==> src/rtl/usb_sample_fifo.sv <==
// First-word-fall-through byte FIFO between ADC capture and the USB write stage, with drop
// accounting. Optional block-average decimation is enabled by defining USB_FIFO_DECIM_EN.
module usb_sample_fifo #(
    parameter int unsigned DEPTH_LOG2 = 5,
    parameter int unsigned DECIM_LOG2 = 2
) (
    input  logic                  clk_usb,
    input  logic                  en,
    input  logic [7:0]            sample_in,
    input  logic                  sample_stb,
    input  logic                  out_rd,
    input  logic                  clr_ovf,
    output logic [7:0]            data_out,
    output logic                  empty,
    output logic                  full,
    output logic [DEPTH_LOG2:0]   level,
    output logic                  ovf,
    output logic [15:0]           drop_cnt
);

    localparam int unsigned Depth = 1 << DEPTH_LOG2;
    localparam logic [DEPTH_LOG2:0] LevelFull = (DEPTH_LOG2 + 1)'(Depth);

    logic [7:0]            mem_q [Depth];
    logic [DEPTH_LOG2-1:0] wr_ptr_q, wr_ptr_d;
    logic [DEPTH_LOG2-1:0] rd_ptr_q, rd_ptr_d;
    logic [DEPTH_LOG2:0]   level_q, level_d;
    logic                  empty_q, empty_d;
    logic                  full_q, full_d;
    logic                  ovf_q, ovf_d;
    logic [15:0]           drop_cnt_q, drop_cnt_d;

    logic                  prod_vld;
    logic [7:0]            prod_data;
    logic                  rd_en, wr_en, drop;

`ifdef USB_FIFO_DECIM_EN
    localparam int unsigned AccW = 8 + DECIM_LOG2;

    logic signed [AccW-1:0]  acc_q, acc_d, acc_sum;
    logic [DECIM_LOG2-1:0]   phase_q, phase_d;

    always_comb begin
        acc_sum   = acc_q + $signed({{DECIM_LOG2{sample_in[7]}}, sample_in});
        acc_d     = acc_q;
        phase_d   = phase_q;
        prod_vld  = 1'b0;
        // Arithmetic shift floors the mean of the group.
        prod_data = 8'(acc_sum >>> DECIM_LOG2);
        if (sample_stb) begin
            if (phase_q == '1) begin
                prod_vld = 1'b1;
                acc_d    = '0;
                phase_d  = '0;
            end else begin
                acc_d    = acc_sum;
                phase_d  = phase_q + 1'b1;
            end
        end
    end

    always_ff @(posedge clk_usb or negedge en) begin
        if (!en) begin
            acc_q   <= '0;
            phase_q <= '0;
        end else begin
            acc_q   <= acc_d;
            phase_q <= phase_d;
        end
    end
`else
    assign prod_vld  = sample_stb;
    assign prod_data = sample_in;
`endif

    // A read frees a slot in the same cycle, so a full FIFO still accepts a word alongside it.
    assign rd_en = out_rd & ~empty_q;
    assign wr_en = prod_vld & (~full_q | rd_en);
    assign drop  = prod_vld & full_q & ~rd_en;

    always_comb begin
        wr_ptr_d   = wr_en ? wr_ptr_q + 1'b1 : wr_ptr_q;
        rd_ptr_d   = rd_en ? rd_ptr_q + 1'b1 : rd_ptr_q;
        level_d    = level_q;
        unique case ({wr_en, rd_en})
            2'b10:   level_d = level_q + 1'b1;
            2'b01:   level_d = level_q - 1'b1;
            default: level_d = level_q;
        endcase
        empty_d    = (level_d == '0);
        full_d     = (level_d == LevelFull);
        ovf_d      = drop ? 1'b1 : (clr_ovf ? 1'b0 : ovf_q);
        drop_cnt_d = (drop && drop_cnt_q != 16'hFFFF) ? drop_cnt_q + 16'd1 : drop_cnt_q;
    end

    always_ff @(posedge clk_usb or negedge en) begin
        if (!en) begin
            wr_ptr_q   <= '0;
            rd_ptr_q   <= '0;
            level_q    <= '0;
            empty_q    <= 1'b1;
            full_q     <= 1'b0;
            ovf_q      <= 1'b0;
            drop_cnt_q <= '0;
        end else begin
            wr_ptr_q   <= wr_ptr_d;
            rd_ptr_q   <= rd_ptr_d;
            level_q    <= level_d;
            empty_q    <= empty_d;
            full_q     <= full_d;
            ovf_q      <= ovf_d;
            drop_cnt_q <= drop_cnt_d;
        end
    end

    // Storage needs no reset: empty gates data_out and pointers are reset.
    always_ff @(posedge clk_usb) begin
        if (wr_en) begin
            mem_q[wr_ptr_q] <= prod_data;
        end
    end

    assign data_out = empty_q ? 8'd0 : mem_q[rd_ptr_q];
    assign empty    = empty_q;
    assign full     = full_q;
    assign level    = level_q;
    assign ovf      = ovf_q;
    assign drop_cnt = drop_cnt_q;

endmodule
==> config.mk <==
export PLATFORM = sky130hd
export DESIGN_NAME = usb_sample_fifo
export DESIGN_NICKNAME = d
export VERILOG_FILES = /design/src/rtl/usb_sample_fifo.sv
export SDC_FILE = /design/constraint.sdc
export NUM_CORES = 1
export LEC_CHECK = 0
export CAP_MARGIN = 10
export CORE_UTILIZATION = 32
export DETAILED_ROUTE_END_ITERATION = 6
export PLACE_DENSITY = 0.53
export SLEW_MARGIN = 15
export SYNTH_ARGS = -nofsm -noshare
export SYNTH_HDL_FRONTEND = slang
export SYNTH_SLANG_ARGS = --single-unit
==> constraint.sdc <==
create_clock -name clk_usb -period 5.1 [get_ports clk_usb]
set_input_delay 0.765 -clock clk_usb [delete_from_list [all_inputs] [get_ports clk_usb]]
set_output_delay 0.765 -clock clk_usb [all_outputs]
set_load 0.01 [all_outputs]
## After elaboration in Yosys (flattened, before gate mapping)

Memories as Yosys holds them, arrays and structs flattened.
Cells that the tools add are included.
Widths: inputs -> output; s select.

| storage, ports and cells | value |
|---|---|
| bits in registers | 35 |
| bits in writable memories | 256 |
| memories | 1 |

| operators by class | value |
|---|---|
| add/sub/neg operators | 5 |
| equal/unequal tests | 4 |
| mux-type cells | 6 |
| bitwise operators | 8 |
| reduce and logical (&&, ||, !) cells | 3 |

Memories:

| name | words | bits a word | rd ports | clocked after memory_dff | wr ports | RTL line | RTL |
|---|---|---|---|---|---|---|---|
| mem_q | 32 | 8 | 1 | 0 | 1 | 24 | `logic [7:0] mem_q [Depth];` |

Operator list:

| kind | number |
|---|---|
| $add 16x1->16 const B | 1 |
| $ne 16x16->1 const B | 1 |
| $pmux 6 s2 | 1 |
| $add 5x1->5 const B | 2 |
| $mux 8 | 1 |
| $add 6x1->6 const B | 1 |
| $eq 6x6->1 const B | 1 |
| $logic_not 6->1 | 1 |
| $sub 6x1->6 const B | 1 |
| $and 1x1->1 | 4 |
| $mux 1 | 4 |
| $not 1->1 | 3 |
| $eq 2x1->1 const B | 1 |
| $eq 2x2->1 const B | 1 |
| $reduce_bool 2->1 | 1 |
| $logic_and 1x1->1 | 1 |
| $or 1x1->1 | 1 |

## Logic depth before layout (Yosys ltp)

Gate-level depths: netlist of the first run.

| logic depth | value |
|---|---|
| word-level depth | 7 |
| mapped depth | 14 |
| depth with buffers taken out | 11 |

## Worst setup path before layout of the first run

Ideal clock, no wire load.

| timing | value |
|---|---|
| path type | input-to-reg |
| start point | in out_rd |
| end point | reg full_q, in the netlist full |
| setup time | 0.119 ns |
| arrival | 2.903 ns |
| data required time | 4.981 ns |
| setup slack | 2.078 ns |
| cell stages on the path | 13 |
| buffers on the path | 2 |
| path through | nand2b_1 > buf_2 > a21boi_2 > inv_1 > ha_1 > buf_2 > xor2_1 > ha_1 > a211o_2 > nand2_1 > or4_1 > nand4b_1 > nor2b_1 |

| between the ends | value |
|---|---|
| word-level cells in the longest chain between the ends | 6 |

RTL lines:

| what | RTL line | RTL |
|---|---|---|
| start: declaration | 11 | `input logic out_rd,` |
| $and 1x1->1 (*) | 77 | `assign rd_en = out_rd & ~empty_q;` |
| $or 1x1->1 | 78 | `assign wr_en = prod_vld & (~full_q \| rd_en);` |
| $and 1x1->1 | 78 |  |
| $eq 2x1->1 or $eq 2x2->1 (tied branches) | 85 | `unique case ({wr_en, rd_en})` |
| $pmux 6 s2 (*) | 85 |  |
| $eq 6x6->1 (*) | 91 | `full_d = (level_d == LevelFull);` |
| net full_d | 29 | `logic full_q, full_d;` |
| end signal: assignment | 110 | `full_q <= full_d;` |
| end: declaration | 29 |  |

The timed path passes the listed nets; every way through them passes the cells marked *.
A chain may end at the register's enable or synchronous reset.

## Worst setup path after layout of the first run

| timing | value |
|---|---|
| start point | reg rd_ptr_q[0] |
| end point | out data_out[4] |

| between the ends | value |
|---|---|
| word-level cells in the longest chain between the ends | 2 |

RTL lines:

| what | RTL line | RTL |
|---|---|---|
| start: declaration | 26 | `logic [DEPTH_LOG2-1:0] rd_ptr_q, rd_ptr_d;` |
| start signal: assignment | 107 | `rd_ptr_q <= rd_ptr_d;` |
| $mem_v2 32x8 | n/a |  |
| $mux 8 | 123 | `assign data_out = empty_q ? 8'd0 : mem_q[rd_ptr_q];` |
| end: declaration | 13 | `output logic [7:0] data_out,` |

Every way passes these cells.

==> report_table.html, run 1 <==
<table>
<tr><th>Metric</th><th>Value</th></tr>
<tr><th colspan="2">Detailed routing</th></tr>
<tr><td>Routed length per instance</td><td>~21 µm</td></tr>
<tr><td>DR vias</td><td>slightly above 6000</td></tr>
<tr><td>Drc violations</td><td>0</td></tr>
<tr><td>Remaining antenna violation count</td><td>0</td></tr>
<tr><td>Total iterations of the first detailed-routing run</td><td>4</td></tr>
<tr><td>Via density per instance</td><td>slightly below 5</td></tr>
<tr><td>Violation count after the first detailed-route iteration</td><td>~470</td></tr>
<tr><td>DRT Wirelength</td><td>around 25000 µm</td></tr>
<tr><th colspan="2">Setup path</th></tr>
<tr><td>Category of the critical setup timing path</td><td>flop to output pin</td></tr>
<tr><td>Worst reg-to-reg setup slack</td><td>between 1.5 and 2 ns</td></tr>
<tr><td>R2r worst-path depth</td><td>11</td></tr>
<tr><td>Reg-to-reg critical path startpoint</td><td>empty</td></tr>
<tr><td>Critical path endpoint</td><td>data_out[4]</td></tr>
<tr><td>Largest fanout of any net on the critical path</td><td>34</td></tr>
<tr><td>Startpoint type of the worst setup path</td><td>flop</td></tr>
<tr><td>Critical register-to-register path endpoint</td><td>full</td></tr>
<tr><td>Critical Path Sink Type</td><td>output pin</td></tr>
<tr><td>Arrival time of the worst setup path</td><td>roughly 3.4 ns</td></tr>
<tr><td>Worst setup path startpoint</td><td>rd_ptr_q[0]</td></tr>
<tr><td>Worst Path Required</td><td>4.34 ns</td></tr>
<tr><th colspan="2">Logic synthesis</th></tr>
<tr><td>Post-Synthesis Mean Instance Area</td><td>approximately 18 µm²</td></tr>
<tr><td>Leading post-synthesis cells by cell area</td><td>sky130_fd_sc_hd__edfxtp_1, sky130_fd_sc_hd__mux4_2, sky130_fd_sc_hd__dfrtp_1</td></tr>
<tr><td>Warning count from the yosys run</td><td>0</td></tr>
<tr><td>Synth unique cells</td><td>58</td></tr>
<tr><td>Syn_nets</td><td>between 700 and 800</td></tr>
<tr><td>Total standard cell area after synthesis</td><td>between 10000 and 15000 µm²</td></tr>
<tr><td>Register bit count reported by yosys</td><td>slightly below 300</td></tr>
<tr><td>Area share of the largest cell type after synthesis</td><td>64.10%</td></tr>
<tr><td>Library cell with the largest summed area after synthesis</td><td>sky130_fd_sc_hd__edfxtp_1</td></tr>
<tr><td>Seq/Total Area, Yosys</td><td>71.41%</td></tr>
<tr><td>Primary flip-flop cell chosen by synthesis mapping</td><td>sky130_fd_sc_hd__edfxtp_1</td></tr>
<tr><td>Async set or reset register ratio after synthesis</td><td>between 10% and 20%</td></tr>
<tr><td>Post-Syn Instances</td><td>around 680</td></tr>
<tr><td>Number of flops mapped to enable cells by yosys</td><td>approximately 260</td></tr>
<tr><th colspan="2">Placed design</th></tr>
<tr><td>Standard cell area after detailed placement</td><td>roughly 13000 µm²</td></tr>
<tr><td>Port-buffer cells</td><td>45</td></tr>
<tr><td>Weighted congestion reported at the end of routability-driven placement</td><td>0.7347</td></tr>
<tr><td>Detail Placement HPWL</td><td>between 15000 and 20000 µm</td></tr>
<tr><th colspan="2">Pwr</th></tr>
<tr><td>Clock share of power</td><td>approximately 28%</td></tr>
<tr><td>Standby leakage power</td><td>roughly 4.6 nW</td></tr>
<tr><td>Combinational Power Share</td><td>29.5%</td></tr>
<tr><td>Maximum VDD drop</td><td>between 200 and 300 µV</td></tr>
<tr><td>Power per cell area</td><td>about 530 nW/µm²</td></tr>
<tr><td>Switching Fraction</td><td>a little over 30%</td></tr>
<tr><td>Switching power summed over all nets</td><td>2.229 mW</td></tr>
<tr><td>Power share of the sequential group</td><td>a little over two fifths</td></tr>
<tr><td>Internal Power</td><td>around 5 mW</td></tr>
<tr><th colspan="2">CTS</th></tr>
<tr><td>Number of H-tree levels</td><td>1</td></tr>
<tr><td>Num Clock Sinks</td><td>a little under 300</td></tr>
<tr><td>Hold-fix buffers at CTS</td><td>0</td></tr>
<tr><td>TritonCTS buffer count</td><td>30</td></tr>
<tr><td>Worst-skew pair later-pin latency</td><td>between 0.5 and 0.6 ns</td></tr>
<tr><td>Clk buf depth</td><td>3</td></tr>
<tr><td>Post-CTS setup buffer count</td><td>0</td></tr>
<tr><td>Cell at the root of the clock tree</td><td>sky130_fd_sc_hd__clkbuf_16</td></tr>
<tr><td>CTS tree</td><td>yes</td></tr>
<tr><td>Clock transition at path regs</td><td>~0.060 ns</td></tr>
<tr><td>Post-cts resize count</td><td>0</td></tr>
<tr><th colspan="2">Timing</th></tr>
<tr><td>Total of endpoints with negative setup slack in the final report</td><td>0</td></tr>
<tr><td>Worst slew pin tran</td><td>about 0.9 ns</td></tr>
<tr><td>Unrepaired setup endpoints after global routing</td><td>no</td></tr>
<tr><td>Number of pins exceeding their max-slew limit in the final report</td><td>0</td></tr>
<tr><td>Final worst-path cycle share</td><td>between 80% and 90%</td></tr>
<tr><td>Worst clock skew on the final layout</td><td>~0.021 ns</td></tr>
<tr><td>Highest achievable clock rate</td><td>approximately 240 MHz</td></tr>
<tr><td>Relative slew slack</td><td>between 30% and 40%</td></tr>
<tr><td>Endpoints failing hold</td><td>0</td></tr>
<tr><td>Clock period minus worst slack</td><td>between 4 and 5 ns</td></tr>
<tr><td>Total negative setup slack</td><td>0 ns</td></tr>
<tr><th colspan="2">Floorplanning</th></tr>
<tr><td>Starting density of the core</td><td>approximately a third</td></tr>
<tr><td>Width of the die</td><td>195.6 µm</td></tr>
<tr><td>Die footprint</td><td>roughly 38000 µm²</td></tr>
<tr><td>Floorplan die height</td><td>between 150 and 200 µm</td></tr>
<tr><td>Cell Rows</td><td>70</td></tr>
<tr><td>Floorplan core area</td><td>between 30000 and 40000 µm²</td></tr>
<tr><td>Io pins</td><td>between 40 and 50</td></tr>
<tr><th colspan="2">Layout</th></tr>
<tr><td>Signed area change from the synthesized netlist to the final layout</td><td>15.56%</td></tr>
<tr><td>Antenna diode count</td><td>0</td></tr>
<tr><td>Final standard cell area without fillers</td><td>roughly 14000 µm²</td></tr>
<tr><td>Layout fillers</td><td>roughly 3400</td></tr>
<tr><td>Proportion of layout cells with a drive suffix above 1</td><td>roughly 16%</td></tr>
<tr><td>Final nets</td><td>756</td></tr>
<tr><th colspan="2">Run</th></tr>
<tr><td>MaxCap Viol Count</td><td>0</td></tr>
<tr><th colspan="2">GRT</th></tr>
<tr><td>Via count of the first global-routing pass</td><td>around 6300</td></tr>
<tr><td>Overflow after GRT</td><td>0</td></tr>
<tr><td>Pin count of the biggest net entering global routing</td><td>42</td></tr>
<tr><td>First-pass GRT wire length</td><td>38760 µm</td></tr>
<tr><td>Initial antenna violation count</td><td>0</td></tr>
<tr><td>Global Route Usage Sum</td><td>13.33%</td></tr>
<tr><th colspan="2">Run status</th></tr>
<tr><td>Run status</td><td>completed</td></tr>
<tr><th colspan="2">Min path</th></tr>
<tr><td>Hold/Removal Path Class</td><td>primary input to asynchronous set/reset pin</td></tr>
</table>
cells in the final DEF (no fill, tap or decap), types with 13 or more instances in the layout:
| cell | count |
|---|---|
| sky130_fd_sc_hd__clkbuf_1 | 15 |
| sky130_fd_sc_hd__clkbuf_16 | 31 |
| sky130_fd_sc_hd__clkdlybuf4s50_1 | 42 |
| sky130_fd_sc_hd__dfrtp_1 | 32 |
| sky130_fd_sc_hd__edfxtp_1 | 256 |
| sky130_fd_sc_hd__mux2_1 | 17 |
| sky130_fd_sc_hd__mux2i_1 | 24 |
| sky130_fd_sc_hd__mux4_2 | 48 |
| sky130_fd_sc_hd__nand2_1 | 37 |
| sky130_fd_sc_hd__nand2b_1 | 13 |
| sky130_fd_sc_hd__nor2_1 | 53 |
| sky130_fd_sc_hd__xnor2_1 | 14 |
registers in the layout, indices dropped and copies added (netlist names):
signal,cells
empty,1
level,6
rd_ptr_q,5
wr_ptr_q,5
full,1
drop_cnt,16
ovf,1
mem_q,256
power by group through the flow:
| stage | logic (mW) | clock network [mW] | registers, mW |
|---|---|---|---|
| after global routing | 2.33 | 2.19 | 3.10 |
| final | 2.15 | 2.06 | 3.06 |
| after floorplan | 1.59 | 0 | 2.93 |
| after CTS | 2.19 | 2.10 | 3.07 |
| after global placement | 2.18 | 0 | 3.11 |
| after detailed placement | 2.18 | 0 | 3.12 |
routing by layer:
metal  global-route usage [%]  vias to the layer above  part of all wire, %
li1                         -                     2778                    -
met1                    19.19                     3146                   48
met2                    21.35                      121                   47
met3                    1.986                       37                  3.5
met4                    2.858                        0                  1.8
met5                        0                        -                    0
through the flow:
stage / hold WS (ns) / cells / setup WS (ns) / util, % / total power, mW
2_1_floorplan: 0.4694 / 679 / 2.078 / - / 4.529
6_report: 0.3135 / 1226 / 0.9032 / 37.67 / 7.276
4_1_cts: 0.3179 / 1226 / 0.8302 / 37.70 / 7.365
5_1_grt: 0.3722 / 1226 / 0.7262 / 37.67 / 7.619
3_3_place_gp: 0.4847 / 1170 / 1.425 / 35.18 / 5.291
3_5_place_dp: 0.4804 / 1170 / 1.331 / 35.18 / 5.297
cell usage after synthesis (all sizes together) (6+ instances only):
cell type / instances
mux4: 48
nand2b: 13
clkbuf: 11
nand2: 37
nor4: 9
mux2i: 24
a221o: 8
o22ai: 8
nand4: 6
ha: 9
a22o: 9
nor2: 53
inv: 8
nand3: 7
edfxtp: 256
buf: 23
nor2b: 12
dfrtp: 34
a211oi: 9
xor2: 10
mux2: 18
xnor2: 14
how the worst min path moves through the flow:
| stage | end | cells after the start |
|---|---|---|
| after floorplan | drop_cnt[0] | 0 |
| after global placement | drop_cnt[7] | 1 |
| after detailed placement | drop_cnt[7] | 1 |
| after CTS | drop_cnt[6] | 1 |
| after global routing | drop_cnt[6] | 1 |
| final | drop_cnt[6] | 1 |
critical path, cell delays in order, from the launching register on:
cell and delay (ns):
sky130_fd_sc_hd__dfrtp_4 0.79, sky130_fd_sc_hd__buf_12 0.34, sky130_fd_sc_hd__mux4_2 0.57, sky130_fd_sc_hd__nor2b_1 0.15, sky130_fd_sc_hd__a211oi_1 0.36, sky130_fd_sc_hd__nor4_2 0.12
sky130_fd_sc_hd__clkdlybuf4s50_1 0.50
cell type report:
class | instances | area [µm²] | share of cell area [%]
clock buffer | 48 | 859.6 | 6.203
clock inverter | 8 | 68.82 | 0.4966
inverter | 8 | 30.03 | 0.2167
multi-input combinational | 346 | 3207 | 23.14
sequential | 291 | 8569 | 61.84
tap | 468 | 585.6 | 4.225
timing repair buffer | 57 | 538.0 | 3.882
kinds of logic after synthesis:
group	count (synthesis)	share of synthesized area (%)
buffers and inverters	42	1.847
DFF	291	71.41
and+or+nand+nor	165	7.293
adders and majority gates	9	0.9390
muxes	90	12.71
xor gates and xnor gates	25	1.941
AOI/OAI and AO/OA	57	3.860
No activity file was read; power rests on OpenSTA's default activity.
==> inputs of run 2 (changes only) <==
--- a/config.mk
+++ b/config.mk
@@ -8,7 +8,7 @@
 export CAP_MARGIN = 10
 export CORE_UTILIZATION = 32
 export DETAILED_ROUTE_END_ITERATION = 6
-export PLACE_DENSITY = 0.53
+export PLACE_DENSITY = 0.55
 export SLEW_MARGIN = 15
 export SYNTH_ARGS = -nofsm -noshare
 export SYNTH_HDL_FRONTEND = slang
==> constraint.sdc (replaced) <==
create_clock -name clk_usb -period 3.71 [get_ports clk_usb]
set_input_delay 0.5565 -clock clk_usb [delete_from_list [all_inputs] [get_ports clk_usb]]
set_output_delay 0.5565 -clock clk_usb [all_outputs]
set_load 0.01 [all_outputs]
==> report_table.html, run 2 (synthesis gave the netlist of run 1 again) <==
<table>
<tr><th>Metric</th><th>Value</th></tr>
<tr><th colspan="2">Pwr</th></tr>
<tr><td>Maximum VDD drop</td><td>410.6 µV (was 262.5 µV)</td></tr>
<tr><td>Power per cell area</td><td>723.9 nW/µm² (was 525.0 nW/µm²)</td></tr>
<tr><td>Standby leakage power</td><td>4.857 nW (was 4.593 nW)</td></tr>
<tr><th colspan="2">Setup path</th></tr>
<tr><td>Startpoint type of the worst setup path</td><td>flop (unchanged)</td></tr>
<tr><td>Reg-to-reg critical path startpoint</td><td>empty (unchanged)</td></tr>
<tr><td>Worst setup path startpoint</td><td>rd_ptr_q[0] (unchanged)</td></tr>
<tr><td>Worst path cell trace</td><td>buf_12, mux4_2, mux2i_1, a22o_1, nor4_4, clkdlybuf4s50_1 (was buf_12, mux4_2, nor2b_1, a211oi_1, nor4_2, clkdlybuf4s50_1)</td></tr>
<tr><td>Number of buffers and inverters on the critical path</td><td>2 (unchanged)</td></tr>
<tr><td>Worst Path Required</td><td>3.15 ns (was 4.34 ns)</td></tr>
<tr><td>Arrival time of the worst setup path</td><td>3.02 ns (was 3.43 ns)</td></tr>
<tr><td>Highest-delay cell along the critical path</td><td>sky130_fd_sc_hd__mux4_2 (was sky130_fd_sc_hd__dfrtp_4)</td></tr>
<tr><td>Largest fanout of any net on the critical path</td><td>33 (was 34)</td></tr>
<tr><td>Critical Path Sink Type</td><td>output pin (unchanged)</td></tr>
<tr><td>Cell family contributing the most delay on the critical path</td><td>multiplexers (was buffers and inverters)</td></tr>
<tr><td>Category of the critical setup timing path</td><td>flop to output pin (unchanged)</td></tr>
<tr><td>Delay of the slowest cell on the worst path</td><td>0.56 ns (was 0.79 ns)</td></tr>
<tr><th colspan="2">Layout</th></tr>
<tr><td>Layout fillers</td><td>3381 (was 3417)</td></tr>
<tr><td>Most common cell after layout, fill and taps aside</td><td>sky130_fd_sc_hd__edfxtp_1 (unchanged)</td></tr>
<tr><td>Signed area change from the synthesized netlist to the final layout</td><td>18.96% (was 15.56%)</td></tr>
<tr><td>Final standard cell area without fillers</td><td>14270 µm² (was 13860 µm²)</td></tr>
<tr><td>Antenna diode count</td><td>0 (unchanged)</td></tr>
<tr><td>Filler-free cell count of the finished design</td><td>1264 (was 1226)</td></tr>
<tr><td>Register containing the most flip-flops in the final layout</td><td>mem_q (unchanged)</td></tr>
<tr><td>Proportion of layout cells with a drive suffix above 1</td><td>21.23% (was 16.09%)</td></tr>
<tr><td>Area taken by flip-flops and latches</td><td>8569 µm² (unchanged)</td></tr>
<tr><td>Multi-input gate area</td><td>3231 µm² (was 3207 µm²)</td></tr>
<tr><td>Max FFs per register</td><td>256 (unchanged)</td></tr>
<tr><td>Leading cell types in the layout, fill and taps excluded</td><td>sky130_fd_sc_hd__edfxtp_1, sky130_fd_sc_hd__nor2_1, sky130_fd_sc_hd__mux4_2 (unchanged)</td></tr>
<tr><td>Final nets</td><td>794 (was 756)</td></tr>
<tr><th colspan="2">Timing</th></tr>
<tr><td>Relative slew slack</td><td>45.29% (was 39.87%)</td></tr>
<tr><td>Highest achievable clock rate</td><td>about 280 MHz</td></tr>
<tr><td>Endpoints failing hold</td><td>0 (unchanged)</td></tr>
<tr><td>Worst slew pin tran</td><td>0.8207 ns (was 0.8987 ns)</td></tr>
<tr><td>Number of pins exceeding their max-slew limit in the final report</td><td>0 (unchanged)</td></tr>
<tr><td>Final worst-path cycle share</td><td>between 90% and 100%</td></tr>
<tr><td>Unrepaired setup endpoints after global routing</td><td>no (unchanged)</td></tr>
<tr><td>Worst clock skew on the final layout</td><td>0.008297 ns (was 0.02104 ns)</td></tr>
<tr><td>Clock period minus worst slack</td><td>approximately 3.6 ns</td></tr>
<tr><td>Total of endpoints with negative setup slack in the final report</td><td>0 (unchanged)</td></tr>
<tr><td>Total negative setup slack</td><td>0 ns (unchanged)</td></tr>
<tr><th colspan="2">Detailed routing</th></tr>
<tr><td>Remaining antenna violation count</td><td>0 (unchanged)</td></tr>
<tr><td>DR vias</td><td>6279 (was 6082)</td></tr>
<tr><td>Total iterations of the first detailed-routing run</td><td>5 (was 4)</td></tr>
<tr><td>Routed length per instance</td><td>20.29 µm (was 20.58 µm)</td></tr>
<tr><td>Via density per instance</td><td>4.968 (was 4.961)</td></tr>
<tr><td>DRT Wirelength</td><td>25650 µm (was 25230 µm)</td></tr>
<tr><td>Violation count after the first detailed-route iteration</td><td>432 (was 468)</td></tr>
<tr><td>Drc violations</td><td>0 (unchanged)</td></tr>
<tr><th colspan="2">Floorplanning</th></tr>
<tr><td>Cell Rows</td><td>70 (unchanged)</td></tr>
<tr><td>Floorplan core area</td><td>36790 µm² (unchanged)</td></tr>
<tr><td>Io pins</td><td>46 (unchanged)</td></tr>
<tr><td>Floorplan die height</td><td>195.6 µm (unchanged)</td></tr>
<tr><td>Die footprint</td><td>38260 µm² (unchanged)</td></tr>
<tr><td>Width of the die</td><td>195.6 µm (unchanged)</td></tr>
<tr><td>Starting density of the core</td><td>32.60% (unchanged)</td></tr>
<tr><th colspan="2">GRT</th></tr>
<tr><td>Overflow after GRT</td><td>0 (unchanged)</td></tr>
<tr><td>First-pass GRT wire length</td><td>39430 µm (was 38760 µm)</td></tr>
<tr><td>Global Route Usage Sum</td><td>13.58% (was 13.33%)</td></tr>
<tr><td>Initial antenna violation count</td><td>0 (unchanged)</td></tr>
<tr><td>Pin count of the biggest net entering global routing</td><td>39 (was 42)</td></tr>
<tr><td>Via count of the first global-routing pass</td><td>6532 (was 6296)</td></tr>
<tr><th colspan="2">Placed design</th></tr>
<tr><td>Port-buffer cells</td><td>45 (unchanged)</td></tr>
<tr><td>Weighted congestion reported at the end of routability-driven placement</td><td>0.7415 (was 0.7347)</td></tr>
<tr><td>Detail Placement HPWL</td><td>15700 µm (was 15560 µm)</td></tr>
<tr><td>Placed Cells</td><td>1207 (was 1170)</td></tr>
<tr><td>Standard cell area after detailed placement</td><td>13230 µm² (was 12940 µm²)</td></tr>
<tr><th colspan="2">CTS</th></tr>
<tr><td>TritonCTS buffer count</td><td>31 (was 30)</td></tr>
<tr><td>Num Clock Sinks</td><td>291 (unchanged)</td></tr>
<tr><td>Clk buf depth</td><td>3 (unchanged)</td></tr>
<tr><td>CTS tree</td><td>yes (unchanged)</td></tr>
<tr><td>Cell at the root of the clock tree</td><td>sky130_fd_sc_hd__clkbuf_16 (unchanged)</td></tr>
<tr><td>Number of H-tree levels</td><td>1 (unchanged)</td></tr>
<tr><td>Worst-skew pair later-pin latency</td><td>0.55 ns (about the same)</td></tr>
<tr><td>Clock transition at path regs</td><td>0.06 ns (about the same)</td></tr>
<tr><td>Post-CTS setup buffer count</td><td>0 (unchanged)</td></tr>
<tr><th colspan="2">Run</th></tr>
<tr><td>MaxCap Viol Count</td><td>0 (unchanged)</td></tr>
<tr><th colspan="2">Min path</th></tr>
<tr><td>Hold/Removal Path Class</td><td>primary input to asynchronous set/reset pin (unchanged)</td></tr>
<tr><th colspan="2">Run status</th></tr>
<tr><td>Run status</td><td>completed (unchanged)</td></tr>
</table>
[run 2: changes by cell type in the layout (fill, tap and decap cells not counted), moves of 2 or more]
cell,previous run,this run
sky130_fd_sc_hd__clkdlybuf4s50_1,42,44
sky130_fd_sc_hd__buf_2,3,1
sky130_fd_sc_hd__a211oi_1,9,6
sky130_fd_sc_hd__buf_4,11,47
sky130_fd_sc_hd__clkbuf_1,15,7
sky130_fd_sc_hd__bufinv_16,1,4
sky130_fd_sc_hd__a211oi_2,0,3
sky130_fd_sc_hd__clkinv_2,3,10
[run 2: final timing paths]
| check | cells after the start | slack, ns | end |
|---|---|---|---|
| max | 6 | 0.13 | data_out[4] |
| min | 1 | 0.11 | drop_cnt[5] |
| max reg2reg | 10 | 0.67 | full |
| min reg2reg | 1 | 0.49 | drop_cnt[7] |
| max in group asynchronous | 1 | 3.00 | rd_ptr_q[0] |
| min in group clk_usb | 1 | 0.49 | drop_cnt[7] |
[run 2: metrics by stage]
stage          setup slack [ns]  hold slack [ns]  power [mW]  util, %
2_1_floorplan            0.8216           0.2609       6.226        -
6_report                 0.1301           0.1077       10.33    38.78
4_1_cts                 0.02916           0.1076       10.43    38.72
3_3_place_gp             0.6323           0.4839       7.335    35.97
3_5_place_dp             0.5866           0.4806       7.349    35.97
5_1_grt                 0.01638           0.1691       10.81    38.78
[run 2: routing by layer]
metal	GRT usage (%)	vias up	routed length (µm)
li1	-	2858	-
met1	18.66	3248	11800
met2	22.35	132	12130
met3	2.470	41	1184
met4	3.150	0	529
met5	0	-	0
[run 2: where the power goes]
part           switching (mW)  total [mW]  internal (mW)
Combinational            1.66        3.18           1.51
Clock                    1.22        3.06           1.83
Sequential              0.248        4.10           3.85
Total                    3.14        10.3           7.19
[run 2: what timing repair did]
item                                    CTS  global route
endpoints found under the setup margin    0             3
hold buffers                              0             0
endpoints found under the hold margin     0             0
gates resized for setup                   0             4
[run 2: area by class of cell]
| class | count | share of cell area, % |
|---|---|---|
| clock buffers | 39 | 5.718 |
| clock inverters | 18 | 1.377 |
| well taps | 468 | 4.105 |
| repair buffers | 94 | 5.876 |
| multi-input cells | 346 | 22.65 |
| inverters | 8 | 0.2105 |
| flip-flops and latches | 291 | 60.07 |
[run 2: worst reg2reg max path: cells and delay by family, from the launching register on]
family	cells	cell delay, ns
AO/OA/AOI/OAI	3	0.53
adder cells (fa/ha/maj)	1	0.19
buffers and inverters	2	0.27
flip-flops	1	0.82
AND/OR/NAND/NOR	4	1.15
